$ cat config.mk
export PLATFORM = sky130hd
export DESIGN_NAME = hazard3_tick_gen
export DESIGN_NICKNAME = d
export VERILOG_FILES = /design/src/rtl/hazard3_tick_gen.sv
export SDC_FILE = /design/constraint.sdc
export NUM_CORES = 1
export LEC_CHECK = 0
export CAP_MARGIN = 40
export CORE_ASPECT_RATIO = 1.1
export CORE_UTILIZATION = 25
export CTS_BUF_LIST = sky130_fd_sc_hd__clkbuf_8
export CTS_CLUSTER_SIZE = 10
export DETAILED_ROUTE_END_ITERATION = 10
export PLACE_DENSITY = 0.51
export SLEW_MARGIN = 0
export SYNTH_ARGS = -nofsm -noshare
export SYNTH_HDL_FRONTEND = slang
export SYNTH_SLANG_ARGS = --single-unit
$ cat constraint.sdc
create_clock -name clk -period 7.8 [get_ports clk]
set_input_delay 0.78 -clock clk [delete_from_list [all_inputs] [get_ports clk]]
set_output_delay 0.78 -clock clk [all_outputs]
set_load 0.03 [all_outputs]
$ cat src/rtl/hazard3_tick_gen.sv
// Timer tick generator: APB-programmable down-counter divider producing one-cycle
// tick pulses; the external NRZ tick source is compiled in by TICK_GEN_EXT_SYNC_EN.
module hazard3_tick_gen #(
    parameter logic [15:0] DIV_RESET = 16'd12
) (
    input  logic        clk,
    input  logic        rst_n,
    input  logic [15:0] paddr,
    input  logic        psel,
    input  logic        penable,
    input  logic        pwrite,
    input  logic [31:0] pwdata,
    output logic [31:0] prdata,
    output logic        pready,
    output logic        pslverr,
    output logic        tick
`ifdef TICK_GEN_EXT_SYNC_EN
    ,
    input  logic        ext_tick_nrz
`endif
);

    localparam logic [15:0] ADDR_CTRL  = 16'h0000;
    localparam logic [15:0] ADDR_DIV   = 16'h0004;
    localparam logic [15:0] ADDR_COUNT = 16'h0008;

    logic        bus_wr;
    logic        ctrl_wr;
    logic        div_wr;
    logic        en_q, en_d;
    logic        src_q, src_d;
    logic [15:0] div_q, div_d;
    logic [15:0] ctr_q, ctr_d;
    logic        tick_q, tick_d;
    logic [15:0] d_eff;
    logic [15:0] d_new;
    logic        ext_edge;
    logic        unused_pwdata;

    assign bus_wr  = psel & penable & pwrite;
    assign ctrl_wr = bus_wr & (paddr == ADDR_CTRL);
    assign div_wr  = bus_wr & (paddr == ADDR_DIV);

    assign d_eff = (div_q == '0) ? 16'd1 : div_q;
    assign d_new = (pwdata[15:0] == '0) ? 16'd1 : pwdata[15:0];

    assign en_d  = ctrl_wr ? pwdata[0] : en_q;
    assign div_d = div_wr ? pwdata[15:0] : div_q;

`ifdef TICK_GEN_EXT_SYNC_EN
    logic sync1_q;
    logic sync2_q;
    logic hist_q;

    assign src_d = ctrl_wr ? pwdata[1] : src_q;

    // Synchroniser and history run regardless of EN/SRC so enabling never sees a stale edge
    always_ff @(posedge clk or negedge rst_n) begin
        if (!rst_n) begin
            src_q   <= 1'b0;
            sync1_q <= 1'b0;
            sync2_q <= 1'b0;
            hist_q  <= 1'b0;
        end else begin
            src_q   <= src_d;
            sync1_q <= ext_tick_nrz;
            sync2_q <= sync1_q;
            hist_q  <= sync2_q;
        end
    end

    assign ext_edge      = sync2_q ^ hist_q;
    assign unused_pwdata = ^pwdata[31:16];
`else
    assign src_q         = 1'b0;
    assign src_d         = 1'b0;
    assign ext_edge      = 1'b0;
    assign unused_pwdata = ^{pwdata[31:16], pwdata[1]};
`endif

    // A DIV write while dividing beats the counter's own reload; clearing EN freezes ctr
    always_comb begin
        ctr_d  = ctr_q;
        tick_d = 1'b0;
        if (en_d && src_d) begin
            tick_d = ext_edge;
        end
        if (div_wr && en_q && !src_q) begin
            ctr_d = d_new - 16'd1;
        end else if (ctrl_wr && en_d && !en_q) begin
            ctr_d = d_eff - 16'd1;
        end else if (en_q && en_d && !src_q && !src_d) begin
            if (ctr_q == '0) begin
                tick_d = 1'b1;
                ctr_d  = d_eff - 16'd1;
            end else begin
                ctr_d = ctr_q - 16'd1;
            end
        end
    end

    always_ff @(posedge clk or negedge rst_n) begin
        if (!rst_n) begin
            en_q   <= 1'b0;
            div_q  <= DIV_RESET;
            ctr_q  <= '0;
            tick_q <= 1'b0;
        end else begin
            en_q   <= en_d;
            div_q  <= div_d;
            ctr_q  <= ctr_d;
            tick_q <= tick_d;
        end
    end

    always_comb begin
        prdata = '0;
        case (paddr)
            ADDR_CTRL:  prdata[1:0]  = {src_q, en_q};
            ADDR_DIV:   prdata[15:0] = div_q;
            ADDR_COUNT: prdata[15:0] = ctr_q;
            default:    prdata       = '0;
        endcase
    end

    assign tick    = tick_q;
    assign pready  = 1'b1;
    assign pslverr = 1'b0;

endmodule

* Word level (Yosys, flattened, before mapping)
Cells that the tools add are included.
** Storage, ports and cells
- Register bits after elaboration :: 34
- Input bits :: 53
- Output and inout bits :: 35
- Logic and storage cells :: 36
** Operators by class
- Add/sub/neg operators :: 3
- Equal/unequal tests :: 2
- Mux-type cells :: 13
- Bitwise gates (word level) :: 4
- Reduce and logical (&&, ||, !) cells :: 10
** Operator list (number)
- 16-bit two-way mux :: 6
- 16-bit zero test :: 4
- 16-bit by 1-bit subtractor with 16-bit output (second input constant) :: 3
- 14-bit one-hot mux with 2 select lines :: 1
- 16-bit by 3-bit equality test with 1-bit output (second input constant) :: 1
- 16-bit by 4-bit equality test with 1-bit output (second input constant) :: 1
- 2-bit one-hot mux with 3 select lines :: 1
- 1-bit two-way mux :: 5
- 1-bit AND :: 4
- 1-bit logical AND :: 4
- 3-bit nonzero test :: 1
- 1-bit zero test :: 1

* Depth between registers and ports, before layout
Gate-level depths: netlist of run 1.
- Depth in word-level cells :: 8
- Depth in mapped cells :: 10
- Gate-level depth less buffers :: 10

* Worst setup path before layout of run 1
No wires, ideal clock.
- Path type :: input to output
- Start :: input paddr[7]
- End :: output prdata[10]
- Data arrival time :: 2.340 ns
- Required time :: 7.020 ns
- Setup slack :: 4.680 ns
- Stages :: 5
- Buffers on the path :: 1
- Cells stage by stage :: nor4_2 -> nand4_1 -> nor3b_1 -> clkbuf_1 -> a22o_1
** Between the ends
- Word-level cells in the longest chain between the ends :: 2
- Elaborated cells between the ends (all ways) :: 3
- Classes of those cells :: eq/ne (2); mux (1)
** Ends and longest elaborated chain
- start: declaration :: line 8 : input logic [15:0] paddr,
- 16-bit by 4-bit equality test with 1-bit output or 16-bit by 3-bit equality test with 1-bit output (tied branches) :: line 118 : case (paddr)
- 14-bit one-hot mux with 2 select lines * :: line 118
- end: declaration :: line 13 : output logic [31:0] prdata,
Mark *: on every way between the ends. The rest lies on a longest branch, timed or not.

* Worst setup path after layout of run 1
- Start :: input paddr[1]
- End :: output prdata[6]
Same word-level chain as after synthesis.

==> reports/results.tsv, run 1 <==
metric	value	unit
status	finished, final reports clean	
grt_pass1_vias	2580	
synth_edf_count	0	
drive_gt1_share	13.24	%
r2r_setup_slack	4.95	ns
worstSetupPathType	in2out	
hp-start	div_q[11]$_DFFE_PN0P_	
dp_hpwl	6553	microns
fin_util	32.48	%
yosysWarnings	0	
path_cells	clkdlybuf4s50_1, nor4_2, nand4_1, nor3b_2, buf_4, a22o_1, clkdlybuf4s50_1	
maxCapViolCount	0	
cpPeakStageDelay	0.69	ns
skew	0.005957	ns
swShare	26.07	%
combPwrFrac	12.8	%
p_leak	1.540	nW
grt-ovfl-total	0	
vias_per_cell	5.044	
min_to	div_q[11]$_DFFE_PN0P_	
setup_ws	3.799	ns
ant_nets	0	
postSynthAreaPerCell	8.880	sq um
drc	0	
clk_transition_reported_paths	0.08	ns
worstSkewPairLatency	0.29	ns
dp.cells	509	
start_util	25.81	%
synthDistinctLibCells	61	
p_seq_share	44.8	%
vias	2608	
clkPwrFrac	42.4	%
ys_top_cells_by_area	dfrtp_1 28%, mux2_2 5.9%, xor2_1 5.9%, buf_4 4.8%, a22o_1 4.3%	
cts_root_buffer	clkbuf_8	
drt_wl_total	8568	microns
grt_first_pass_wirelength	13830	microns
die_width	103.7	microns
rsz0062_at_grt	no	
synth_ff_type	dfrtp_1	
clock-sinks	34	
synth_seq_cells	34	
htreeDepth	2	
final-hold-violation-count	0	
io_pins	88	
critical_path.slowest_cell	clkdlybuf4s50_1	
cp-end-kind	output port	
fp-row-count	40	
netlist_instances	320	
min_period_over_period	51.29	%
n_antenna_cell	0	
startpoint_type	input pin	
intPower	291.2	uW
finalSetupTns	0	ns
drtIter0Drc	145	
cts_resized	0	
antenna_found_initial	0	
worstPathMaxFanout	13	
crit_top_cell	clkdlybuf4s50_1	
synth_area	2841	sq um
clockBufferDepth	2	
min_path_type	reg2reg	
min_period	4.001	ns
post-place-ws	3.783	ns
worstHoldPathCells	1	
async_reset_ff_share	100.0	%
worst_pin_slew	0.7407	ns
r2r-start	div_q[9]$_DFFE_PN0P_	
cts_buffers	5	
track_usage	14.97	%
wl_per_cell	16.57	microns
postCtsHoldBufs	0	
yosys.area.top_type	dfrtp_1	
port_buffers	53	
hold-worst-slack	0.6054	ns
r2r_end	ctr_q[8]$_DFFE_PN0P_	
syn2layout_area_growth	25.85	%
worstPathRequired	7.02	ns
max_freq	249.9	MHz
drv_slew	0	
slew_headroom	49.21	%
dieArea	11800	sq um
r2r_cells	9	
nets	426	
postCtsSetupBuffers	0	
peakVddDrop	0.00005373	V
power_density	110.2	nW/um^2
synth-seq-area-share	30.03	%
core_area	11010	sq um
n_fill_cell	1200	
p_switching	102.7	uW
die_h	113.8	microns
yosysTopAreaCellShare	28.18	%
grt_max_degree	35	
setup_viol	0	
first_pass_iters	4	
fin_cells	517	
routabilityCongestion	0.8140	
cts_tree	yes	
crit_arrival	3.22	ns
-- cell type report --
class                      count  area, sq um  share of cell area [%]
tap                          147        183.9                   5.143
clock buffer                   5        68.82                   1.924
inverter                       8        30.03                  0.8397
clock inverter                 3        41.29                   1.155
sequential                    34        853.3                   23.86
timing repair buffer          58        565.5                   15.82
multi-input combinational    262         1833                   51.26
-- flip-flops by register name, indices dropped and copies added, names as in the netlist --
register and cells:
tick 1, ctr_q 16, en_q 1, div_q 16
-- critical path: cells and delay by family --
family / cells / cell delay [ns]
simple gates: 3 / 0.88
compound gates: 1 / 0.20
buf+inv: 3 / 1.36
-- worst max path at each step --
stage | slack (ns) | cells past startpoint | from | to
3_5_place_dp | 3.78 | 11 | pwdata[0] | ctr_q[12]$_DFFE_PN0P_
2_1_floorplan | 4.68 | 5 | paddr[7] | prdata[10]
4_1_cts | 3.82 | 7 | paddr[1] | prdata[6]
6_report | 3.80 | 7 | paddr[1] | prdata[6]
5_1_grt | 3.63 | 7 | paddr[1] | prdata[6]
3_3_place_gp | 3.39 | 6 | paddr[1] | prdata[6]
-- synthesized netlist by cell type, types with 3 or more instances --
| master | instances |
|---|---|
| a21oi_1 | 12 |
| a221o_1 | 4 |
| a22o_1 | 14 |
| a22oi_1 | 6 |
| a31oi_1 | 3 |
| buf_4 | 18 |
| clkbuf_1 | 13 |
| dfrtp_1 | 32 |
| ha_1 | 4 |
| inv_1 | 7 |
| mux2_2 | 15 |
| mux2i_1 | 3 |
| nand2_1 | 28 |
| nand3_1 | 7 |
| nand4_1 | 4 |
| nor2_1 | 20 |
| nor3_1 | 15 |
| nor3b_1 | 3 |
| nor4_1 | 5 |
| nor4_2 | 6 |
| o21ai_0 | 11 |
| o21ai_1 | 11 |
| or3_1 | 3 |
| or4_1 | 4 |
| xnor2_1 | 10 |
| xor2_1 | 19 |
-- power by group through the flow --
stage | Sequential (mW) | Combinational (mW) | Clock (mW)
floorplan | 0.180 | 0.0272 | 0
global placement | 0.180 | 0.0507 | 0
detailed placement | 0.180 | 0.0508 | 0
CTS | 0.176 | 0.0511 | 0.174
global route | 0.176 | 0.0549 | 0.181
finish | 0.176 | 0.0506 | 0.167
-- metal layers --
layer  global-route usage [%]  routed length (microns)
met5                        0                        0
met4                    5.810                      185
met3                    2.171                      370
met2                    26.09                     4352
met1                    18.75                     3658
-- cells in the final DEF (no fill, tap or decap), types with 4 or more instances in the layout --
cell type        instances
a21oi_1                 12
a221o_1                  4
a22o_1                  14
a22oi_1                  6
buf_4                    4
clkbuf_8                 5
clkdlybuf4s50_1         53
conb_1                  18
dfrtp_1                 32
ha_1                     4
inv_1                    8
mux2_2                  15
nand2_1                 28
nand3_1                  7
nand4_1                  4
nor2_1                  20
nor3_1                  14
nor4_1                   5
nor4_2                   6
o21ai_0                 11
o21ai_1                 11
or4_1                    4
xnor2_1                 10
xor2_1                  19
-- cells by family (layout without fill, tap and decap cells) --
group	after synthesis	count (layout)	share of synthesized area, %
muxes	18	18	7.001
xor gates and xnor gates	29	29	8.939
and+or+nand+nor	112	112	23.38
adders and majority gates	4	4	1.761
buffers and inverters	40	74	7.926
AOI/OAI and AO/OA	81	81	20.70
DFF	34	34	30.03
other	2	18	0.2643
-- metrics by stage --
| stage | area, sq um | power, mW |
|---|---|---|
| floorplan | 2902 | 0.2070 |
| global placement | 3446 | 0.2305 |
| detailed placement | 3466 | 0.2306 |
| CTS | 3576 | 0.4014 |
| global route | 3576 | 0.4124 |
| finish | 3576 | 0.3939 |
Power figures use the tool's default switching activity.
==> run 2, diff against run 1 <==
==> constraint.sdc (replaced) <==
create_clock -name clk -period 3.9 [get_ports clk]
set_input_delay 0.39 -clock clk [delete_from_list [all_inputs] [get_ports clk]]
set_output_delay 0.39 -clock clk [all_outputs]
set_load 0.03 [all_outputs]
==> run 2 against run 1 <==
Compared with the run above: clock power grew 100%; hold slack worse by 0.089 ns; utilization is 0.091 points higher; critical path type is now in2reg; largest power group unchanged.
==> reports/results.tsv, run 2 (synthesized netlist as in run 1, its figures left out) <==
metric	value	unit
final-hold-violation-count	0	
use_met2	26.94	%
reg_top3	ctr_q (16), div_q (16)	
min_period_over_period	81.84	%
drtIter0Drc	169	
drv_slew	0	
postCtsHoldBufs	0	
critPathCapture	ctr_q[12]$_DFFE_PN0P_	
final-seq-area	853.3	sq um
wl_per_cell	16.75	microns
final_cell_area	3586	sq um
startpoint_type	input pin	
io_pins	88	
syn2layout_area_growth	26.20	%
r2r_cells	9	
track_usage	14.78	%
grt-ovfl-total	0	
vias	2669	
grt_pass1_vias	2688	
crit_arrival	3.41	ns
min_period	3.192	ns
port_buffers	53	
drt_wl_total	8674	microns
clock-sinks	34	
final_common_cell	clkdlybuf4s50_1	
n_antenna_cell	0	
max_freq	313.3	MHz
start_util	25.81	%
worstSetupPathType	in2reg	
postCtsSetupBuffers	0	
final_cell_mix	53 x clkdlybuf4s50_1, 32 x dfrtp_1, 28 x nand2_1	
cts_resized	0	
dp_hpwl	6623	microns
grt_first_pass_wirelength	13900	microns
cts_tree	yes	
fp-row-count	40	
worstPathMaxFanout	7	
post-place-ws	0.4389	ns
drive_gt1_share	13.48	%
die_width	103.7	microns
crit_path_start	pwdata[9]	
place_area	3476	sq um
dieArea	11800	sq um
dp.cells	510	
nets	427	
cts_buffers	5	
multiInputGateArea	1833	sq um
drc	0	
setup_ws	0.7083	ns
antenna_found_initial	0	
cp-end-kind	flip-flop	
power_density	220.8	nW/um^2
busiest_layer	met2	
n_fill_cell	1165	
slew_headroom	36.75	%
finalSetupTns	0	ns
first_pass_iters	4	
skew	0.004648	ns
worstSkewPairLatency	0.29	ns
htreeDepth	2	
grt_max_degree	35	
r2r-start	div_q[9]$_DFFE_PN0P_	
p_leak	1.544	nW
clockBufferDepth	2	
grtUsageMet1	18.15	%
ant_nets	0	
r2r_setup_slack	0.99	ns
grt_use_met3	1.771	%
die_h	113.8	microns
hold-worst-slack	0.5162	ns
setup_viol	0	
worstPathRequired	4.12	ns
min_path_type	in2async	
routabilityCongestion	0.8208	
peakVddDrop	0.00009088	V
cts_root_buffer	clkbuf_8	
core_area	11010	sq um
clk_transition_reported_paths	0.08	ns
rsz0062_at_grt	no	
status	finished, final reports clean	
worst_pin_slew	0.9467	ns
vias_per_cell	5.153	
fin_cells	518	
r2r_end	ctr_q[14]$_DFFE_PN0P_	
maxCapViolCount	0	
==> run 2: changes by cell type in the layout (fill, tap and decap cells not counted), sizes merged <==
| cell | delta |
|---|---|
| buf | +1 |
==> run 2: through the flow <==
step | util [%] | power (mW)
6_report | 32.57 | 0.7918
5_1_grt | 32.57 | 0.8197
4_1_cts | 32.57 | 0.8026
3_5_place_dp | 31.57 | 0.4624
3_3_place_gp | 31.57 | 0.4621
2_1_floorplan | - | 0.4140
==> run 2: layout make-up <==
| class | instances | share of cell area, % |
|---|---|---|
| Clock buffer | 5 | 1.919 |
| Clock inverter | 3 | 1.151 |
| Inverter | 8 | 0.8374 |
| Multi-Input combinational cell | 262 | 51.12 |
| Sequential cell | 34 | 23.80 |
| Tap cell | 147 | 5.129 |
| Timing Repair Buffer | 59 | 16.05 |
==> run 2: power breakdown <==
group	total [mW]	internal [mW]	switching (mW)
combinational	0.103	0.0425	0.0601
clock	0.337	0.188	0.148
sequential	0.353	0.352	0.000253
==> run 2: routing by layer <==
layer  share of wire (%)  routed length [microns]
met1                  43                     3710
met4                 1.3                      116
met3                 3.9                      335
met5                   0                        0
met2                  52                     4512
==> run 2: worst min-delay path by stage <==
stage                                startpoint                     to  slack, ns  cells after the start
final                                     rst_n   ctr_q[5]$_DFFE_PN0P_       0.52                      2
after global routing                      rst_n   div_q[0]$_DFFE_PN0P_       0.57                      2
after CTS                                 rst_n   div_q[0]$_DFFE_PN0P_       0.54                      2
after detailed placement  div_q[11]$_DFFE_PN0P_  div_q[11]$_DFFE_PN0P_       0.57                      1
after global placement    div_q[11]$_DFFE_PN0P_  div_q[11]$_DFFE_PN0P_       0.57                      1
after floorplan                           rst_n   ctr_q[0]$_DFFE_PN0P_       0.09                      0
==> run 2: critical path, cell delays in order <==
cell and delay [ns]:
clkdlybuf4s50_1 0.63, or4_1 0.24, nor4_2 0.07, a21oi_1 0.33, ha_1 0.25, nor3b_1 0.49, nand3_1 0.25, nor4_1 0.29
xor2_1 0.25, o22ai_1 0.10, a21oi_1 0.13
==> run 3, diff against run 2 <==
==> constraint.sdc (replaced) <==
create_clock -name clk -period 3 [get_ports clk]
set_input_delay 0.3 -clock clk [delete_from_list [all_inputs] [get_ports clk]]
set_output_delay 0.3 -clock clk [all_outputs]
set_load 0.03 [all_outputs]
==> run 3 against run 2 <==
Compared with the run above: cell count rose by 5.2%; hold slack lost 0.091 ns; register-to-register slack got worse by 0.72 ns; routed wire length up 3.8%; clock power up 57%; combinational power up 43%.
==> reports/results.tsv, run 3 (synthesized netlist as in run 1, its figures left out) <==
metric	value	unit
status	finished, final reports clean	
dp_hpwl	7034	microns
path_cells	or4_4, nor4b_4, a31oi_1, ha_1, nand3_1, xnor2_1, nor2_1, a21oi_1, a221o_1	
n_antenna_cell	0	
max_freq	366.0	MHz
syn2layout_area_growth	32.98	%
start_util	25.81	%
p_leak	1.720	nW
finalSetupTns	0	ns
final_cell_mix	48 x buf_4, 38 x clkdlybuf4s50_1, 32 x dfrtp_1	
critical_path.slowest_cell	or4_4	
cts_tree	yes	
power_density	300.6	nW/um^2
fin_cells	545	
worstSetupPathType	reg2reg	
grt_first_pass_wirelength	14360	microns
p_total	1.136	mW
critPathTopFamily	simple AND/OR/NAND/NOR gates	
worst_pin_slew	0.6973	ns
postCtsSetupBuffers	0	
clockBufferDepth	2	
drc	0	
routabilityCongestion	0.8673	
crit_arrival	2.92	ns
startpoint_type	flip-flop	
final_common_cell	buf_4	
min_period_over_period	91.09	%
grt-ovfl-total	0	
r2r-start	div_q[10]$_DFFE_PN0P_	
worstPathMaxFanout	5	
postCtsHoldBufs	0	
core_area	11010	sq um
clock-sinks	34	
maxCapViolCount	0	
grt_pass1_vias	2709	
vias	2709	
worstPathRequired	3.18	ns
slew_headroom	53.37	%
worstSkewPairLatency	0.30	ns
skew	0.008568	ns
cpPeakStageDelay	0.58	ns
vias_per_cell	4.971	
grt_max_degree	26	
antenna_found_initial	0	
first_pass_iters	4	
track_usage	15.38	%
htreeDepth	2	
dp.cells	537	
r2r_end	ctr_q[8]$_DFFE_PN0P_	
min_path_type	in2async	
min_period	2.733	ns
r2r_cells	9	
final-hold-violation-count	0	
drt_wl_total	9004	microns
port_buffers	53	
drv_slew	0	
hold-worst-slack	0.4250	ns
cp_num_buf_inv	0	
nets	454	
rsz0062_at_grt	no	
fp-row-count	40	
post-place-ws	-0.003153	ns
io_pins	88	
ant_nets	0	
wl_per_cell	16.52	microns
cts_buffers	5	
cts_resized	0	
drive_gt1_share	23.37	%
drtIter0Drc	237	
die_width	103.7	microns
reg_top3	ctr_q (16), div_q (16)	
dieArea	11800	sq um
r2r_setup_slack	0.27	ns
setup_viol	0	
cp-end-kind	flip-flop	
setup_ws	0.2674	ns
clk_transition_reported_paths	0.08	ns
peakVddDrop	0.0001467	V
cts_root_buffer	clkbuf_8	
die_h	113.8	microns
[run 3: changes by cell type in the layout (fill, tap and decap cells not counted), sizes merged]
cell	before	now
inv	9	8
clkdlybuf4s50	53	38
clkinvlp	1	0
bufinv	1	2
buf	6	48
clkinv	0	1
[run 3: power by group]
group,switching (mW),internal [mW],leakage (nW)
clock,0.197,0.333,0.0683
sequential,0.000326,0.458,0.463
combinational,0.0806,0.0664,1.19
[run 3: cell type report]
type | instances | area, sq um
fill | 1143 | 7232
multi-input combinational | 262 | 1833
sequential | 34 | 853.3
timing repair buffer | 86 | 740.7
tap | 147 | 183.9
clock buffer | 5 | 68.82
clock inverter | 3 | 68.82
inverter | 8 | 30.03
[run 3: worst reg2reg max path: cells and delay by family, from the launching register on]
family | cells | cell delay [ns]
AND/OR/NAND/NOR | 4 | 1.17
AO/OA/AOI/OAI | 3 | 0.60
flip-flops | 1 | 0.46
adder cells (fa/ha/maj) | 1 | 0.30
XOR/XNOR | 1 | 0.09
[run 3: worst max path at each step]
stage,start,endpoint,depth (start not counted)
6_report,div_q[10]$_DFFE_PN0P_,ctr_q[8]$_DFFE_PN0P_,9
5_1_grt,div_q[10]$_DFFE_PN0P_,ctr_q[8]$_DFFE_PN0P_,9
4_1_cts,div_q[10]$_DFFE_PN0P_,ctr_q[8]$_DFFE_PN0P_,9
3_5_place_dp,pwdata[9],ctr_q[12]$_DFFE_PN0P_,11
3_3_place_gp,pwdata[9],ctr_q[14]$_DFFE_PN0P_,11
2_1_floorplan,div_q[9]$_DFFE_PN0P_,ctr_q[8]$_DFFE_PN0P_,9
[run 3: routing by layer]
| layer | GRT usage (%) | share of wire (%) | vias to the layer above |
|---|---|---|---|
| met5 | 0 | 0 | - |
| met4 | 5.429 | 2.6 | 0 |
| met1 | 18.78 | 43 | 1297 |
| met3 | 1.886 | 3.7 | 17 |
| met2 | 27.92 | 50 | 85 |
| li1 | - | - | 1310 |
[run 3: per-stage QoR]
stage	cell area (sq um)	utilization, %
6_report	3779	34.32
5_1_grt	3779	34.32
4_1_cts	3779	34.32
3_5_place_dp	3641	33.07
3_3_place_gp	3641	33.07
2_1_floorplan	2902	-
